==> config.mk <==
export PLATFORM = sky130hd
export DESIGN_NAME = banked_word_mem
export DESIGN_NICKNAME = d
export VERILOG_FILES = /design/src/rtl/banked_mem_pkg.sv /design/src/rtl/banked_word_mem_bank.sv /design/src/rtl/banked_word_mem.sv
export SDC_FILE = /design/constraint.sdc
export NUM_CORES = 1
export LEC_CHECK = 0
export ABC_CLOCK_PERIOD_IN_PS = 4700
export CELL_PAD_IN_SITES_DETAIL_PLACEMENT = 1
export CELL_PAD_IN_SITES_GLOBAL_PLACEMENT = 1
export CORE_MARGIN = 10
export CORE_UTILIZATION = 50
export DETAILED_ROUTE_END_ITERATION = 12
export GPL_TIMING_DRIVEN = 1
export PLACE_DENSITY_LB_ADDON = 0.1
export SETUP_SLACK_MARGIN = 0.02
export SKIP_LAST_GASP = 1
export SYNTH_ARGS = -nofsm -noshare
export SYNTH_HDL_FRONTEND = slang
export SYNTH_SLANG_ARGS = --single-unit
==> constraint.sdc <==
create_clock -name clk -period 4.7 [get_ports clk]
set_clock_uncertainty 0.05 [all_clocks]
set_input_delay 1.175 -clock clk [delete_from_list [all_inputs] [get_ports clk]]
set_output_delay 1.175 -clock clk [all_outputs]
set_load 0.05 [all_outputs]
==> src/rtl/banked_mem_pkg.sv <==
// Shared types and default geometry for the banked word memory.
package banked_mem_pkg;

  typedef enum logic [1:0] {
    IDLE   = 2'd0,
    ACCESS = 2'd1,
    RESP   = 2'd2
  } state_t;

  localparam int DATA_W  = 32;
  localparam int DEPTH_W = $clog2(16);

  // Index width of a DEPTH-entry array, never narrower than one bit.
  function automatic int idx_width(input int depth);
    return (depth > 1) ? $clog2(depth) : 1;
  endfunction

endpackage

==> src/rtl/banked_word_mem_bank.sv <==
// One byte lane of the word memory: synchronous write, registered read.
module mem_bank #(
  parameter int DEPTH  = 16,
  parameter int BYTE_W = 8,
  parameter int IDX_W  = 4
) (
  input  logic              clk,
  input  logic              we,
  input  logic              re,
  input  logic [IDX_W-1:0]  addr,
  input  logic [BYTE_W-1:0] wdata,
  output logic [BYTE_W-1:0] rdata
);

  logic [BYTE_W-1:0] mem [DEPTH];

  always_ff @(posedge clk) begin
    if (we) mem[addr] <= wdata;
    if (re) rdata <= mem[addr];
  end

endmodule

==> src/rtl/banked_word_mem.sv <==
// Banked word memory with valid/ready request and response ports,
// byte-enabled single-beat writes and wrapping read bursts.
module banked_word_mem
  import banked_mem_pkg::*;
#(
  parameter int ADDR_W = 16,
  parameter int BYTE_W = 8,
  parameter int BANKS  = 4,
  parameter int DEPTH  = 16,
  parameter int LEN_W  = 2
) (
  input  logic                    clk,
  input  logic                    rst_n,
  input  logic                    req_valid,
  output logic                    req_ready,
  input  logic                    req_we,
  input  logic [ADDR_W-1:0]       req_addr,
  input  logic [LEN_W-1:0]        req_len,
  input  logic [BANKS-1:0]        req_be,
  input  logic [BANKS*BYTE_W-1:0] req_wdata,
  output logic                    rsp_valid,
  input  logic                    rsp_ready,
  output logic [BANKS*BYTE_W-1:0] rsp_rdata,
  output logic                    rsp_err,
  output logic                    rsp_last
);

  localparam int WORD_W = BANKS * BYTE_W;
  localparam int IDX_W  = idx_width(DEPTH);
  localparam logic [ADDR_W:0]   DEPTH_LIM = (ADDR_W+1)'(DEPTH);
  localparam logic [ADDR_W-1:0] LAST_ADDR = ADDR_W'(DEPTH - 1);

  state_t              state, state_nxt;
  logic                we_q;
  logic [ADDR_W-1:0]   addr_q;
  logic [LEN_W-1:0]    beats_q;
  logic [BANKS-1:0]    be_q;
  logic [WORD_W-1:0]   wdata_q;
  logic [WORD_W-1:0]   lane_rdata;
  logic                in_range, last_beat, req_fire, rsp_fire;
  logic                bank_we, bank_re;

  assign in_range  = {1'b0, addr_q} < DEPTH_LIM;
  // Writes and range errors always terminate after a single response.
  assign last_beat = we_q || !in_range || (beats_q == '0);
  assign req_fire  = req_valid && req_ready;
  assign rsp_fire  = rsp_valid && rsp_ready;

  always_ff @(posedge clk or negedge rst_n) begin
    if (!rst_n) state <= IDLE;
    else        state <= state_nxt;
  end

  always_comb begin
    state_nxt = state;
    case (state)
      IDLE:    if (req_fire) state_nxt = ACCESS;
      ACCESS:  state_nxt = RESP;
      RESP:    if (rsp_fire) state_nxt = last_beat ? IDLE : ACCESS;
      default: state_nxt = IDLE;
    endcase
  end

  always_comb begin
    req_ready = (state == IDLE);
    rsp_valid = (state == RESP);
    bank_we   = (state == ACCESS) && we_q && in_range;
    bank_re   = (state == ACCESS) && !we_q && in_range;
    rsp_err   = (state == RESP) && !in_range;
    rsp_last  = (state == RESP) && last_beat;
    rsp_rdata = '0;
    if ((state == RESP) && !we_q && in_range) rsp_rdata = lane_rdata;
  end

  // Request fields are held here for the whole transaction; burst address steps on each handshake.
  always_ff @(posedge clk) begin
    if (req_fire) begin
      we_q    <= req_we;
      addr_q  <= req_addr;
      beats_q <= req_len;
      be_q    <= req_be;
      wdata_q <= req_wdata;
    end else if (rsp_fire && !last_beat) begin
      addr_q  <= (addr_q == LAST_ADDR) ? '0 : addr_q + ADDR_W'(1);
      beats_q <= beats_q - LEN_W'(1);
    end
  end

  for (genvar i = 0; i < BANKS; i++) begin : g_bank
    mem_bank #(
      .DEPTH  (DEPTH),
      .BYTE_W (BYTE_W),
      .IDX_W  (IDX_W)
    ) u_bank (
      .clk   (clk),
      .we    (bank_we && be_q[i]),
      .re    (bank_re),
      .addr  (addr_q[IDX_W-1:0]),
      .wdata (wdata_q[i*BYTE_W +: BYTE_W]),
      .rdata (lane_rdata[i*BYTE_W +: BYTE_W])
    );
  end

endmodule

; ---- Yosys cells after proc, flatten, opt, wreduce, memory -nomap -nowiden
; Memories as Yosys holds them, arrays and structs flattened. A register that Yosys moved wholly into a read port is not among the register bits.
; Cells that the tools add are included.
[totals]
elab_cells = 60
mem_bits_rw = 512
mem_count = 4
in_bits = 59
regBits = 57
[mem_list]
columns = name, words, word_bits, rd, rd_ports_with_merged_regs, wr, line
row1 = g_bank[0].u_bank.mem, 16, 8, 1, 1, 1, banked_word_mem_bank.sv:15  ; logic [BYTE_W-1:0] mem [DEPTH];
row2 = g_bank[1].u_bank.mem, 16, 8, 1, 1, 1, banked_word_mem_bank.sv:15
row3 = g_bank[2].u_bank.mem, 16, 8, 1, 1, 1, banked_word_mem_bank.sv:15
row4 = g_bank[3].u_bank.mem, 16, 8, 1, 1, 1, banked_word_mem_bank.sv:15
[classes]
eq_ne = 5
magnitude_cmp = 1
mux = 18
n_reduce_logical = 24
add_sub_neg = 2
[op_table]
columns = operator, n
row1 = 16-bit 2-to-1 mux, 3
row2 = 32-bit 2-to-1 mux, 1
row3 = 16-bit by 1-bit adder with 16-bit output (second input constant), 1
row4 = 16-bit by 4-bit == test with 1-bit output (second input constant), 1
row5 = 16-bit by 5-bit < comparator with 1-bit output (second input constant), 1
row6 = 1-bit logical AND, 15
row7 = 1-bit 2-to-1 mux, 9
row8 = 2-bit 2-to-1 mux, 4
row9 = 2-bit case mux with 3 select lines, 1
row10 = 2-bit zero test, 2
row11 = 2-bit by 1-bit != test with 1-bit output (second input constant), 2
row12 = 1-bit zero test, 3
row13 = 2-bit by 1-bit == test with 1-bit output (second input constant), 1
row14 = 2-bit == test (second input constant), 1
row15 = 1-bit logical OR, 2
row16 = 2-bit AND reduction, 1
row17 = 2-bit nonzero test, 1
row18 = 2-bit by 1-bit subtractor with 2-bit output (second input constant), 1

; ---- Depth between registers and ports, before layout
[logic_depth]
depth_word = 8
mapped_depth = 7

; ---- Modules after synthesis
; Synthesis repeated with hierarchy kept, for this count alone.
[unflattened]
hier_cells = 1120
hier_area_um2 = 23172.2
[modules_own_cells]
columns = module, cells_per_inst, n_inst, seq_area_each_um2, area_each_um2
row1 = mem_bank, 230, 4, 4083.9, 5147.4
row2 = banked_word_mem, 200, 1, 1701.6, 2582.5

; ---- Worst setup path before layout
; OpenSTA, ideal clock, no wires.
[synth_path]
path_kind = reg2reg
startpoint = register addr_q[11]
endpoint = register g_bank[0].u_bank.rdata[0], read port of g_bank[0].u_bank.mem (enable)
arrival_ps = 3685
setup_time_ps = 461
t_required_ps = 4189
synth_period_minus_slack_ps = 4196
path_slack_ps = 504
path_stages_with_launch = 4
cell_sequence = edfxtp_1 > or4_1 > or3_4 > nor3_1
[synth_via]
elab_chain_cells = 2
[synth_rtl]
columns = element, line
row1 = from (decl), banked_word_mem.sv:35  ; logic [ADDR_W-1:0] addr_q;
row2 = from (signal assigned), banked_word_mem.sv:79  ; addr_q <= req_addr;
row3 = from (signal assigned), banked_word_mem.sv:84  ; addr_q <= (addr_q == LAST_ADDR) ? '0 : addr_q + ADDR_W'(1);
row4 = 16-bit by 5-bit < comparator with 1-bit output, banked_word_mem.sv:43  ; assign in_range = {1'b0, addr_q} < DEPTH_LIM;
row5 = 1-bit logical AND, banked_word_mem.sv:68  ; bank_re = (state == ACCESS) && !we_q && in_range;
row6 = net bank_re, banked_word_mem.sv:41  ; logic bank_we, bank_re;
row7 = to (decl), banked_word_mem_bank.sv:12  ; output logic [BYTE_W-1:0] rdata
; The timed path passes the listed nets, and every way through them passes these cells.
; A chain may end at the register's enable or synchronous reset.

; ---- Worst setup path in the final report
[layout_path]
startpoint = register addr_q[11]
endpoint = output rsp_last
[layout_via]
elab_chain_cells = 5
[layout_rtl]
columns = element, line
row1 = 16-bit by 5-bit < comparator with 1-bit output, banked_word_mem.sv:43
row2 = 1-bit zero test, banked_word_mem.sv:45  ; assign last_beat = we_q || !in_range || (beats_q == '0);
row3 = 1-bit logical OR (2 in series), banked_word_mem.sv:45
row4 = 1-bit logical AND, banked_word_mem.sv:70  ; rsp_last = (state == RESP) && last_beat;
row5 = to (decl), banked_word_mem.sv:25  ; output logic rsp_last
; Every way passes these cells.

==> flow_summary.json <==
{
  "nets": 1323,
  "yosys_warnings": 0,
  "cts_setup_buffers": 0,
  "finalSetupTns_ns": 0,
  "synth_edf_count": 599,
  "cp-start-kind": "register",
  "syn-num-nets": 1172,
  "finalHoldViolations": 0,
  "gp_congestion": 0.777,
  "cpPeakStageDelay_ns": 0.72,
  "drive_above_1_share": 0.234,
  "initial_core_util": 0.506,
  "worstSetupEndpointType": "output pin",
  "synth_top_area_share": 0.784,
  "grtUsageTotal": 0.189,
  "yosysMostFrequentCell": "edfxtp_1",
  "post-route-period-util": 0.945,
  "clock_sinks": 601,
  "hold_class": "reg -> reg",
  "io_pins": 95,
  "drv_slew": 0,
  "use_met1": 0.269,
  "wl_microns": 50400,
  "clk_pin_slew_worst_paths_ns": 0.06,
  "numCtsBuffers": 60,
  "tritoncts": "built",
  "status": "complete, no violations",
  "grt_max_degree": 134,
  "core_area_sq_mm": 0.0454,
  "hpwl_microns": 30400,
  "hold_slack_ns": 0.527,
  "cp_data_arrival_time_ns": 3.22,
  "synth_ff_type": "edfxtp_1",
  "rsz0062_at_grt": "no",
  "crit_chain": "or4_1, or3_4, nor3_1, nor2_1, clkdlybuf4s50_1",
  "synth-seq-cells": 601,
  "seq_area_frac_synth": 0.786,
  "period_needed_ns": 4.44,
  "routedWlPerCell_microns": 26.5,
  "synth_area_leaders": "edfxtp_1 (78%), mux4_2 (13%), a22oi_1 (2.1%)",
  "drt.antenna.violating_nets": 0,
  "row_count": 78,
  "busiest_layer": "met2",
  "ys_async_sr_fraction": 0.00333,
  "port_buffers": 94,
  "avgSynthCellArea_sq_um": 20.7,
  "cellPowerDensity_mw_per_mm2": 492,
  "grt_use_met3": 0.0352,
  "ys_types": 34,
  "setup_viol": 0,
  "grt_pass1_wl_microns": 76700,
  "p_total_mw": 13.3,
  "clock-root-buffer": "clkbuf_16",
  "cts-resized-gates": 0,
  "overflow": 0,
  "die_area_sq_mm": 0.0549,
  "tightest_slew_ns": 0.983,
  "htree_levels": 2,
  "maxCapViolCount": 0,
  "drt_pass1_iterations": 5,
  "die_h_microns": 234,
  "path_max_fanout": 6,
  "path_class": "reg -> out",
  "post-route-util": 0.596,
  "synth_top_area_cell": "edfxtp_1",
  "slew_headroom": 0.342,
  "hold_buffers": 0,
  "num_antenna_cells": 0,
  "drt_iter0_drc": 973,
  "ir_worst_vdd_mv": 0.326,
  "netlist_area_sq_mm": 0.0230,
  "grt_pass1_vias": 11800,
  "clock_latency_ns": 0.61,
  "cp_slowest_cell": "clkdlybuf4s50_1",
  "via_per_inst": 5.80,
  "synth_common_cells": "edfxtp_1 (599), mux4_2 (128), nor2_1 (73)",
  "area_growth_pct": 17.8,
  "fmax_ghz": 0.225,
  "vias": 11000,
  "required_ns": 3.47,
  "cts_max_path_buffers": 3,
  "use_met2": 0.302,
  "p_leak_nw": 8.60,
  "syn_inst": 1108,
  "die_w_microns": 234,
  "antenna_found_initial": 0,
  "post-route-drc-count": 0
}
==> metrics by stage <==
stage / cell area [sq um] / setup slack, ns / cells
2_1_floorplan: 23000 / 0.504 / 1108
3_3_place_gp: 25200 / 0.904 / 1797
3_5_place_dp: 25200 / 0.896 / 1797
4_1_cts: 27000 / 0.224 / 1905
5_1_grt: 27000 / 0.142 / 1905
6_report: 27000 / 0.258 / 1905
==> cells by family after synthesis <==
family          after synthesis  share of synthesized area
compound gates               87                     0.0264
fa+ha+maj                     5                    0.00273
buf+inv                      67                     0.0128
flops                       601                      0.786
xor+xnor                     13                    0.00496
mux                         128                      0.126
simple gates                207                     0.0416
==> final cells by class <==
type,count,area [sq um]
Clock buffer,70,1560
Clock inverter,38,322
Fill cell,3845,18300
Inverter,9,33.8
Multi-Input combinational cell,440,4650
Sequential cell,601,18000
Tap cell,600,751
Timing Repair Buffer,147,1680
==> layout by cell type (no fill, tap or decap), types with 3 or more instances in the layout <==
cell type	instances
a21oi_1	5
a22oi_1	64
and2_1	33
buf_12	34
buf_4	51
bufinv_16	6
clkbuf_1	9
clkbuf_16	61
clkdlybuf4s50_1	62
clkinv_1	20
clkinv_2	10
edfxtp_1	599
ha_1	5
inv_1	8
mux4_2	128
nand2_1	69
nand3_1	5
nand4_1	5
nor2_1	72
nor3_1	5
nor4_1	4
o21ai_0	12
o21ai_1	3
xnor2_1	10
xor2_1	3
==> layer usage <==
metal  routed length, microns  up-vias
li1                         -     4823
met1                    22300     5895
met2                    24900      270
met3                     2560       56
met4                      680        0
met5                        0        -
==> worst max-delay path: cells and delay by family, from the launching register on <==
family | cells | cell delay, ns
buffers and inverters | 1 | 0.72
flip-flops | 1 | 0.47
AND/OR/NAND/NOR | 4 | 1.41
==> where the power goes <==
part	switching [mW]	internal [mW]	leakage [nW]
registers	0.293	6.31	5.43
logic	1.21	0.887	2.24
clock network	1.93	2.68	0.922
total	3.43	9.88	8.60
==> sequential cells by signal (all words and copies together) (netlist names) <==
name	count
addr_q	16
be_q	4
beats_q	2
g_bank.u_bank.mem	512
g_bank.u_bank.rdata	32
state	2
wdata_q	32
we_q	1
==> final timing paths <==
path                                       from                                    end  slack [ns]  depth (start not counted)
max                        addr_q[11]$_DFFE_PP_                               rsp_last        0.26                          5
min                        beats_q[0]$_DFFE_PP_                   beats_q[0]$_DFFE_PP_        0.53                          1
max reg2reg                addr_q[11]$_DFFE_PP_  g_bank[1].u_bank.mem[13][4]$_DFFE_PP_        1.18                          4
min reg2reg                beats_q[0]$_DFFE_PP_                   beats_q[0]$_DFFE_PP_        0.53                          1
max in group asynchronous                 rst_n                   state[1]$_DFFE_PN0P_        3.81                          1
min in group asynchronous                 rst_n                   state[0]$_DFFE_PN0P_        0.67                          1
Power figures use the tool's default switching activity.
